<file path="config.mk">
export PLATFORM = sky130hd
export DESIGN_NAME = serial_master_port
export DESIGN_NICKNAME = d
export VERILOG_FILES = /design/src/rtl/serial_master_port.sv
export SDC_FILE = /design/constraint.sdc
export NUM_CORES = 1
export LEC_CHECK = 0
export CORE_MARGIN = 2
export CORE_UTILIZATION = 35
export CTS_BUF_LIST = sky130_fd_sc_hd__clkbuf_2
export DETAILED_ROUTE_END_ITERATION = 6
export HOLD_SLACK_MARGIN = 0.12
export PLACE_DENSITY = 0.67
export REMOVE_ABC_BUFFERS = 1
export SLEW_MARGIN = 5
export SYNTH_ARGS = -nofsm -noshare
export SYNTH_HDL_FRONTEND = slang
export SYNTH_SLANG_ARGS = --single-unit
export TNS_END_PERCENT = 100
</file>
<file path="constraint.sdc">
create_clock -name clk -period 4.7 [get_ports clk]
set_input_delay 0.705 -clock clk [delete_from_list [all_inputs] [get_ports clk]]
set_output_delay 0.705 -clock clk [all_outputs]
set_load 0.01 [all_outputs]
</file>
<file path="src/rtl/serial_master_port.sv">
// serial_master_port -- master endpoint of the bit-serial slave bus.
//
// A parallel request sampled in IDLE becomes a control frame shifted out on
// `control`: 1,1,1, slave_id MSB-first, rw, burst, then address MSB-first.
// The data phase follows. Write words go out MSB-first on `wD`. Read words
// are assembled from `rD`, and the first bit received becomes the MSB. In the
// data phase a bit moves only on an edge where valid && ready.
//
// Ports:
//   clk, rstN           clock (rising edge), asynchronous active-low reset
//   start               request pulse, sampled only in IDLE
//   slave_id, rw, burst,
//   address, burst_len  request fields; burst_len=0 counts as one word
//   wr_data             next write word
//   wr_data_ack         registered pulse: wr_data was consumed
//   rd_data             last completed read word
//   rd_data_valid       registered pulse: rd_data updated
//   busy                state is not IDLE
//   done                registered pulse at transaction end
//   control             serial control frame, idles low
//   wD, valid, last     serial write data, data-bit strobe, final-word flag
//   rD, ready           serial read data, slave accept/present strobe
module serial_master_port #(
  parameter int DATA_WIDTH     = 8,
  parameter int ADDR_WIDTH     = 12,
  parameter int SLAVE_ID_WIDTH = 2,
  parameter int BURST_WIDTH    = 8
) (
  input  logic                      clk,
  input  logic                      rstN,
  input  logic                      start,
  input  logic [SLAVE_ID_WIDTH-1:0] slave_id,
  input  logic                      rw,
  input  logic                      burst,
  input  logic [ADDR_WIDTH-1:0]     address,
  input  logic [BURST_WIDTH-1:0]    burst_len,
  input  logic [DATA_WIDTH-1:0]     wr_data,
  output logic                      wr_data_ack,
  output logic [DATA_WIDTH-1:0]     rd_data,
  output logic                      rd_data_valid,
  output logic                      busy,
  output logic                      done,
  output logic                      control,
  output logic                      wD,
  output logic                      valid,
  output logic                      last,
  input  logic                      rD,
  input  logic                      ready
);

  localparam int FRAME_W = 3 + SLAVE_ID_WIDTH + 2 + ADDR_WIDTH;
  localparam int FCW     = (FRAME_W > 1) ? $clog2(FRAME_W) : 1;
  localparam int BCW     = (DATA_WIDTH > 1) ? $clog2(DATA_WIDTH) : 1;

  typedef enum logic [1:0] {IDLE, CTRL, DATA} state_t;

  state_t                  state, state_nxt;
  logic [FRAME_W-1:0]      frame_sr;
  logic [FCW-1:0]          frame_cnt;
  logic [DATA_WIDTH-1:0]   tx_sr;
  logic [DATA_WIDTH-2:0]   rx_sr;
  logic [DATA_WIDTH-1:0]   rx_word;
  logic [BCW-1:0]          bit_cnt;
  logic [BURST_WIDTH-1:0]  words_left;
  logic                    rw_q;
  logic                    xfer;
  logic                    frame_end;
  logic                    word_end;
  logic                    final_word;

  assign xfer       = (state == DATA) && ready;
  assign frame_end  = (state == CTRL) && (frame_cnt == FCW'(FRAME_W - 1));
  assign word_end   = xfer && (bit_cnt == BCW'(DATA_WIDTH - 1));
  assign final_word = (words_left == BURST_WIDTH'(1));
  // Word as it stands once the bit currently on rD is shifted in.
  assign rx_word    = {rx_sr, rD};

  always_ff @(posedge clk or negedge rstN) begin
    if (!rstN) state <= IDLE;
    else       state <= state_nxt;
  end

  always_comb begin
    state_nxt = state;
    busy      = 1'b0;
    valid     = 1'b0;
    last      = 1'b0;
    control   = 1'b0;
    wD        = 1'b0;
    case (state)
      IDLE: if (start) state_nxt = CTRL;
      CTRL: begin
        busy    = 1'b1;
        control = frame_sr[FRAME_W-1];
        if (frame_end) state_nxt = DATA;
      end
      DATA: begin
        busy  = 1'b1;
        valid = 1'b1;
        last  = final_word;
        wD    = rw_q & tx_sr[DATA_WIDTH-1];
        if (word_end && final_word) state_nxt = IDLE;
      end
      default: state_nxt = IDLE;
    endcase
  end

  always_ff @(posedge clk or negedge rstN) begin
    if (!rstN) begin
      frame_sr      <= '0;
      frame_cnt     <= '0;
      tx_sr         <= '0;
      rx_sr         <= '0;
      bit_cnt       <= '0;
      words_left    <= '0;
      rw_q          <= 1'b0;
      rd_data       <= '0;
      wr_data_ack   <= 1'b0;
      rd_data_valid <= 1'b0;
      done          <= 1'b0;
    end else begin
      wr_data_ack   <= 1'b0;
      rd_data_valid <= 1'b0;
      done          <= 1'b0;
      case (state)
        IDLE: if (start) begin
          frame_sr   <= {3'b111, slave_id, rw, burst, address};
          frame_cnt  <= '0;
          bit_cnt    <= '0;
          rw_q       <= rw;
          words_left <= (burst && (burst_len != '0)) ? burst_len : BURST_WIDTH'(1);
        end
        CTRL: begin
          frame_sr  <= {frame_sr[FRAME_W-2:0], 1'b0};
          frame_cnt <= frame_cnt + 1'b1;
          // The first write word is fetched on the edge that closes the frame,
          // so its MSB is on wD in the first data cycle.
          if (frame_end && rw_q) begin
            tx_sr       <= wr_data;
            wr_data_ack <= 1'b1;
          end
        end
        DATA: if (xfer) begin
          bit_cnt <= bit_cnt + 1'b1;
          tx_sr   <= {tx_sr[DATA_WIDTH-2:0], 1'b0};
          rx_sr   <= rx_word[DATA_WIDTH-2:0];
          if (word_end) begin
            bit_cnt <= '0;
            if (!rw_q) begin
              rd_data       <= rx_word;
              rd_data_valid <= 1'b1;
            end
            if (final_word) begin
              done <= 1'b1;
            end else begin
              words_left <= words_left - 1'b1;
              // Back-to-back reload keeps the bit stream free of gap cycles.
              if (rw_q) begin
                tx_sr       <= wr_data;
                wr_data_ack <= 1'b1;
              end
            end
          end
        end
        default: ;
      endcase
    end
  end

endmodule

</file>
======== Word level (Yosys, flattened, before mapping) ========
Cells that the tools add are included.
storage, ports and cells
  register bits ........................... 64
  output and inout bits ................... 16
  word-level logic and storage cells ...... 92
operators by class
  add/sub/neg operators ................... 3
  equality and inequality tests ........... 12
  multiplexer cells ....................... 43
  bitwise gates (word level) .............. 2
  reduce and logical (&&, ||, !) cells .... 20
operators with widths
  operator                                                                number
  8-bit two-way mux                                                       10
  19-bit one-hot mux with 2 select lines                                  1
  8-bit one-hot mux with 2 select lines                                   2
  19-bit two-way mux                                                      1
  1-bit two-way mux                                                       18
  2-bit != test (second input constant)                                   5
  5-bit one-hot mux with 2 select lines                                   1
  3-bit two-way mux                                                       3
  3-bit AND reduction                                                     3
  8-bit by 1-bit equality test with 1-bit output (second input constant)  1
  8-bit nonzero test                                                      1
  8-bit by 1-bit subtractor with 8-bit output (second input constant)     1
  1-bit logical AND                                                       6
  2-bit two-way mux                                                       3
  2-bit one-hot mux with 3 select lines                                   1
  3-bit one-hot mux with 2 select lines                                   1
  2-bit AND reduction                                                     3
  2-bit nonzero test                                                      3
  5-bit by 1-bit adder with 5-bit output (second input constant)          1
  5-bit equality test (second input constant)                             1
  5-bit two-way mux                                                       1
  5-bit AND reduction                                                     1
  2-bit by 1-bit != test with 1-bit output (second input constant)        2
  4-bit AND reduction                                                     1
  other kinds (9)                                                         9

======== Longest topological paths before layout ========
Gate-level depths: netlist (run 1).
  depth after elaboration ................. 6
  gate-level depth with buffers ........... 8

======== Worst setup path after synthesis (run 1) ========
Ideal clock, no wire load.
  path kind ............................... register -> output
  start ................................... register state[0]
  end ..................................... output port last
  data arrival time ....................... 1628 ps
  required time ........................... 3995 ps
  slack ................................... 2367 ps
  stages on the path, launching flop included .. 7
  path buffers ............................ 2
  path through ............................ dfrtp_1 > inv_1 > ha_1 > buf_2 > clkbuf_1 > inv_1 > nor3_1
between the ends
  cells in the longest elaborated chain, start to end .. 2
RTL lines
  what                      line  source
  start: declaration        57    state_t state, state_nxt;
  start signal: assignment  80    else state <= state_nxt;
  2-bit equality test       90    case (state)
  1-bit two-way mux         90
  end: declaration          46    output logic last,
No other way between the ends.

======== Worst setup path in the final report (run 1) ========
Same ends and word-level chain as after synthesis.

==> metrics, run 1 <==
RD Place Congestion 0.8088; Setup Buffers After CTS 0; Top FF cell, synth dfrtp_1; DR vias 2370; reg2reg start state[0]; fin crit period 3.563 ns; Post-Syn Instances 301; top cell type's share of synthesized area slightly below 50%; worst min path class reg -> reg; final wirelength ~6600 µm; H-tree depth 3; EDFF count, synth 0; Tcrit/Tclk final 75.80%; buffers added on ports 52; syn_area_per_cell 10.76 µm²; number of DRC markers in iteration 0 71; setup tns final 0 ns; reg-to-reg slack, setup 1.95 ns; # IOs 53; Peak Freq 280.7 MHz; n_diodes 0; Hold Startpoint tx_sr[1]; Worst R2R Path Depth 6; Slew headroom 28.33%; Worst Path Arrival roughly 2.9 ns; clock slew at reported path FFs 0.17 ns; fin cells 469; RSZ-0062 raised after global routing no; latest clock arrival within the worst-skew pair 0.48 ns; Worst VDD drop ~0.00018 V; # DRC 0; CTS tree built; WP data required approximately 4 ns; initial antenna violation count 0; P&R area growth vs syn 23.92%; LEAKAGE 1.751 nW; clk sink count 64; CP Class reg -> out; top-count cell post-synth dfrtp_1; Fill cells 879; first-pass GRT wire length between 10000 and 15000 µm; Root Driver clkbuf_2; Cell variety after synth 50; largest net degree at the start of global routing 51; Ys Warns 0; crit end category primary output; Final setup viols 0; final hold vios 0; GRT Residual Overflow 0; Worst Tran Pin Value 1.075 ns; Synth area leaders dfrtp_1 49%, mux2_2 12%, mux2i_1 5.6%; Die Span X about 100 µm; Mapped Area around 0.0032 mm²; asr flop ratio synth 100.0%; Resized cells post-CTS 0; die height 100.2 µm; Overall Global Routing Usage 13.98%; Startpoint Class register; CTS Buffer Depth 2; hold depth 1; commonest cells in the synthesized netlist 64 x dfrtp_1, 34 x mux2_2, 27 x nor2_1; fin util around 44%; library cell with the largest summed area after synthesis dfrtp_1; Worst Skew 0.02445 ns; Hold EP tx_sr[1]; vias per cell 5.053; initial cell density of the core 35.55%; RR Endpoint tx_sr[7]; post-detail-place hpwl 4661 µm; Detail Route Antenna Nets 0; status finished clean; Core Footprint 0.009109 mm²; Seq/Total Area, Yosys 49.46%; Yosys reg bits between 60 and 70; WHS around 0.52 ns; pwr dens 490.3 mW/mm²; Final Max Slew Viols 0; placed cells between 400 and 500; post-cts hold buffer count 1; total die area 0.01004 mm²; worst-path fanout max 32; Pre-Repair DR Iteration Count 4; nets 399; number of global-route vias before repair 2305; share of cells above drive strength 1 17.04%; row count 35; clock buffer count from CTS 9; max-cap violation count 0; DR WL/cell 13.99 µm
critical path, cell delays in order (launching register included):
cell,delay [ns]
dfrtp_1,0.43
inv_1,0.09
ha_1,0.87
inv_1,0.12
nor3_1,0.29
clkdlybuf4s50_1,0.58
cell families after synthesis:
kind of cell / synth area share (%)
and+or+nand+nor: 13.52
DFF: 49.46
AOI/OAI and AO/OA: 11.52
muxes: 17.74
buffers and inverters: 3.477
adders and majority gates: 3.478
xor gates and xnor gates: 0.8116
layout make-up:
| cell class | instances | area, µm² | share of cell area [%] |
|---|---|---|---|
| sequential | 64 | 1602 | 39.91 |
| multi-input combinational | 209 | 1524 | 37.98 |
| timing repair buffer | 55 | 540.5 | 13.47 |
| tap | 111 | 138.9 | 3.461 |
| clock inverter | 7 | 110.1 | 2.744 |
| inverter | 14 | 52.55 | 1.310 |
| clock buffer | 9 | 45.04 | 1.123 |
how the worst max path moves through the flow:
stage	from	to	slack, ns	depth (start not counted)
2_1_floorplan	state[0]	tx_sr[1]	2.31	6
3_3_place_gp	state[0]	last	1.69	5
3_5_place_dp	state[0]	last	1.64	5
4_1_cts	state[0]	last	1.05	5
5_1_grt	state[0]	last	0.75	5
6_report	state[0]	last	1.14	5
per-layer routing:
layer	global-route usage, %	vias up	wire [µm]
li1	-	1176	-
met1	19.69	1134	3197
met2	20.81	49	3013
met3	2.437	11	222
met4	6.955	0	128
met5	0	-	0
flip-flops by register name (all words and copies together) (netlist names):
| name | cells |
|---|---|
| rd_data_valid | 1 |
| rd_data | 8 |
| words_left | 8 |
| wr_data_ack | 1 |
| state | 2 |
| rw_q | 1 |
| done | 1 |
| rx_sr | 7 |
| frame_cnt | 5 |
| tx_sr | 8 |
| frame_sr | 19 |
| bit_cnt | 3 |
where the power goes:
part | internal, W | leakage [nW] | total, W | switching, W
registers | 0.000721 | 0.796 | 0.000851 | 0.000130
logic | 0.000326 | 0.868 | 0.000692 | 0.000366
clock network | 0.000225 | 0.0870 | 0.000425 | 0.000200
total | 0.00127 | 1.75 | 0.00197 | 0.000696
placed cells by master (no fill, tap or decap), drive strengths merged, types with 2 or more instances in the layout:
| cell | synthesis | final |
|---|---|---|
| nand3b | 2 | 2 |
| clkbuf | 7 | 9 |
| nor3b | 2 | 2 |
| nor2b | 3 | 3 |
| nand2b | 4 | 4 |
| mux2i | 18 | 18 |
| or3 | 2 | 2 |
| nand2 | 24 | 24 |
| bufinv | 0 | 3 |
| o311ai | 2 | 2 |
| buf | 7 | 3 |
| o21a | 2 | 2 |
| nand4 | 2 | 2 |
| a21oi | 21 | 21 |
| nor3 | 3 | 3 |
| dfrtp | 64 | 64 |
| a22o | 2 | 2 |
| inv | 14 | 14 |
| a31oi | 5 | 5 |
| or2 | 2 | 2 |
| nor2 | 27 | 27 |
| xor2 | 3 | 3 |
| nand3 | 4 | 4 |
| nor4b | 2 | 2 |
| mux2 | 35 | 35 |
| clkinv | 0 | 3 |
| nor4 | 2 | 2 |
| and2 | 3 | 3 |
| o211ai | 3 | 3 |
| ha | 9 | 9 |
| o21ai | 14 | 14 |
| clkdlybuf4s50 | 0 | 51 |
stage by stage:
step / power, W / instance area [µm²] / setup WS [ns]
6_report: 0.001967 / 4013 / 1.137
4_1_cts: 0.001992 / 4013 / 1.051
3_5_place_dp: 0.001559 / 3847 / 1.642
3_3_place_gp: 0.001538 / 3847 / 1.693
2_1_floorplan: 0.001345 / 3178 / 2.312
5_1_grt: 0.002123 / 4013 / 0.7517
Note: power is estimated with default switching activity, not from simulation.
==> run 2, diff against run 1 <==
--- a/config.mk
+++ b/config.mk
@@ -10,7 +10,7 @@
 export CTS_BUF_LIST = sky130_fd_sc_hd__clkbuf_2
 export DETAILED_ROUTE_END_ITERATION = 6
 export HOLD_SLACK_MARGIN = 0.12
-export PLACE_DENSITY = 0.67
+export PLACE_DENSITY = 0.69
 export REMOVE_ABC_BUFFERS = 1
 export SLEW_MARGIN = 5
 export SYNTH_ARGS = -nofsm -noshare
==> constraint.sdc (replaced) <==
create_clock -name clk -period 3.2 [get_ports clk]
set_input_delay 0.48 -clock clk [delete_from_list [all_inputs] [get_ports clk]]
set_output_delay 0.48 -clock clk [all_outputs]
set_load 0.01 [all_outputs]
==> run 2 against run 1 <==
- sequential share of layout area is 0.49 points higher
- global-route usage grew 0.29 points
- clock skew is 0.00067 ns lower
- register-to-register slack worse by 1.2 ns
- die area is the same
- largest power group unchanged
- total power is 36% higher
- sequential cell count is the same
- sequential power increased by 47%
==> metrics, run 2 (synthesis results as in run 1) <==
# IOs 53 (unchanged); Slew headroom 53.15% (was 28.33%); LEAKAGE 1.720 nW (was 1.751 nW); Root Driver clkbuf_2 (unchanged); CTS Buffer Depth 2 (unchanged); Pre-Repair DR Iteration Count 4 (unchanged); max reg flops 19 (unchanged); CTS tree built (unchanged); clk sink count 64 (unchanged); Fill cells 885 (was 879); Detail Route Antenna Nets 0 (unchanged); number of DRC markers in iteration 0 107 (was 71); die height 100.2 µm (unchanged); post-detail-place hpwl 4795 µm (was 4661 µm); buffers added on ports 52 (unchanged); placed cells 453 (was 452); Setup Buffers After CTS 0 (unchanged); most common cell after layout, fill and taps aside dfrtp_1 (unchanged); number of global-route vias before repair 2378 (was 2305); Reg with most FFs frame_sr (unchanged); status finished clean (unchanged); initial antenna violation count 0 (unchanged); post-layout power 0.002677 W (was 0.001967 W); DR vias 2362 (was 2370); CP Class reg -> out (unchanged); largest net degree at the start of global routing 48 (was 51); clock buffer count from CTS 9 (unchanged); clock slew at reported path FFs 0.20 ns (was 0.17 ns); total die area 0.01004 mm² (unchanged); WP data required 2.72 ns (was 3.99 ns); GRT Residual Overflow 0 (unchanged); row count 35 (unchanged); share of cells above drive strength 1 18.11% (was 17.04%); RSZ-0062 raised after global routing no (unchanged); Tcrit/Tclk final 94.01%; H-tree depth 3 (unchanged); vias per cell 5.026 (was 5.053); worst-path fanout max 4 (was 32); Final setup viols 0 (unchanged); fin cells 470 (was 469); crit end category primary output (unchanged); setup tns final 0 ns (unchanged); nets 400 (was 399); DR WL/cell 13.99 µm (about the same); Die Span X 100.2 µm (unchanged); pwr dens 675.4 mW/mm² (was 490.3 mW/mm²); Startpoint Class register (unchanged); P&R area growth vs syn 22.41% (was 23.92%); initial cell density of the core 35.55% (unchanged); Worst Path Arrival 2.53 ns (was 2.86 ns); worst min path class in -> async (was reg -> reg); final wirelength 6573 µm (was 6561 µm); commonest non-fill, non-tap cells in the layout 64 x dfrtp_1, 51 x clkdlybuf4s50_1, 34 x mux2_2, 27 x nor2_1, 23 x nand2_1 (unchanged); Core Footprint 0.009109 mm² (unchanged); Worst VDD drop 0.0002084 V (was 0.0001821 V); latest clock arrival within the worst-skew pair 0.50 ns (was 0.48 ns); # DRC 0 (unchanged); fin crit period 3.008 ns; Peak Freq 332.4 MHz; RD Place Congestion 0.7976 (was 0.8088); final hold vios 0 (unchanged); n_diodes 0 (unchanged); Overall Global Routing Usage 14.27% (was 13.98%); first-pass GRT wire length 11340 µm (was 11100 µm); Worst Skew 0.02378 ns (was 0.02445 ns); Worst Tran Pin Value 0.6964 ns (was 1.075 ns); Final Max Slew Viols 0 (unchanged); max-cap violation count 0 (unchanged)
-- run 2: metrics by stage --
stage	util (%)	setup WS (ns)	area [µm²]	hold WS [ns]
final	43.52	0.1915	3964	0.4080
after global routing	43.52	0.04248	3964	0.4127
after detailed placement	42.32	0.4906	3855	0.4414
after CTS	43.46	0.03601	3959	0.3733
after floorplan	-	0.8122	3178	0.1844
after global placement	42.32	0.5550	3855	0.4319
-- run 2: layout make-up --
cell class / instances / area (µm²) / share of cell area [%]
Sequential cell: 64 / 1602 / 40.40
Multi-Input combinational cell: 209 / 1529 / 38.57
Timing Repair Buffer: 56 / 548.0 / 13.83
Tap cell: 111 / 138.9 / 3.504
Inverter: 14 / 52.55 / 1.326
Clock inverter: 7 / 48.80 / 1.231
Clock buffer: 9 / 45.04 / 1.136
-- run 2: final timing paths --
| check | end | slack, ns | startpoint | cells past startpoint |
|---|---|---|---|---|
| min in group clk | frame_sr[18] | 0.52 | frame_sr[17] | 1 |
| max in group asynchronous | tx_sr[7] | 1.84 | rstN | 3 |
| max | last | 0.19 | words_left[1] | 5 |
| max reg2reg | tx_sr[4] | 0.77 | state[0] | 6 |
| min | tx_sr[1] | 0.41 | rstN | 2 |
| min reg2reg | frame_sr[18] | 0.52 | frame_sr[17] | 1 |
-- run 2: timing repair --
item | 4_1_cts | 5_1_grt
hold buffers | 1 | 0
gates resized for setup | 0 | 1
hold endpoints to repair | 17 | 0
setup endpoints to repair | 0 | 1
-- run 2: worst max-delay path: stages (launching register included) --
cell	delay (ns)
dfrtp_1	0.42
inv_1	0.09
ha_1	0.19
or3b_2	0.54
nor3_2	0.20
clkdlybuf4s50_1	0.57
-- run 2: metal layers --
layer	vias to the layer above	track usage, %	part of all wire, %
li1	1172	-	-
met2	37	22.56	48
met5	-	0	0
met4	0	6.006	1.6
met1	1145	18.88	48
met3	8	3.273	3.0
-- run 2: report_power, final --
| group | internal [W] | total (W) | leakage [nW] | switching, W |
|---|---|---|---|---|
| logic | 0.000479 | 0.00102 | 0.874 | 0.000538 |
| registers | 0.00106 | 0.00125 | 0.796 | 0.000191 |
| clock network | 0.0000989 | 0.000411 | 0.0499 | 0.000312 |
| total | 0.00164 | 0.00268 | 1.72 | 0.00104 |
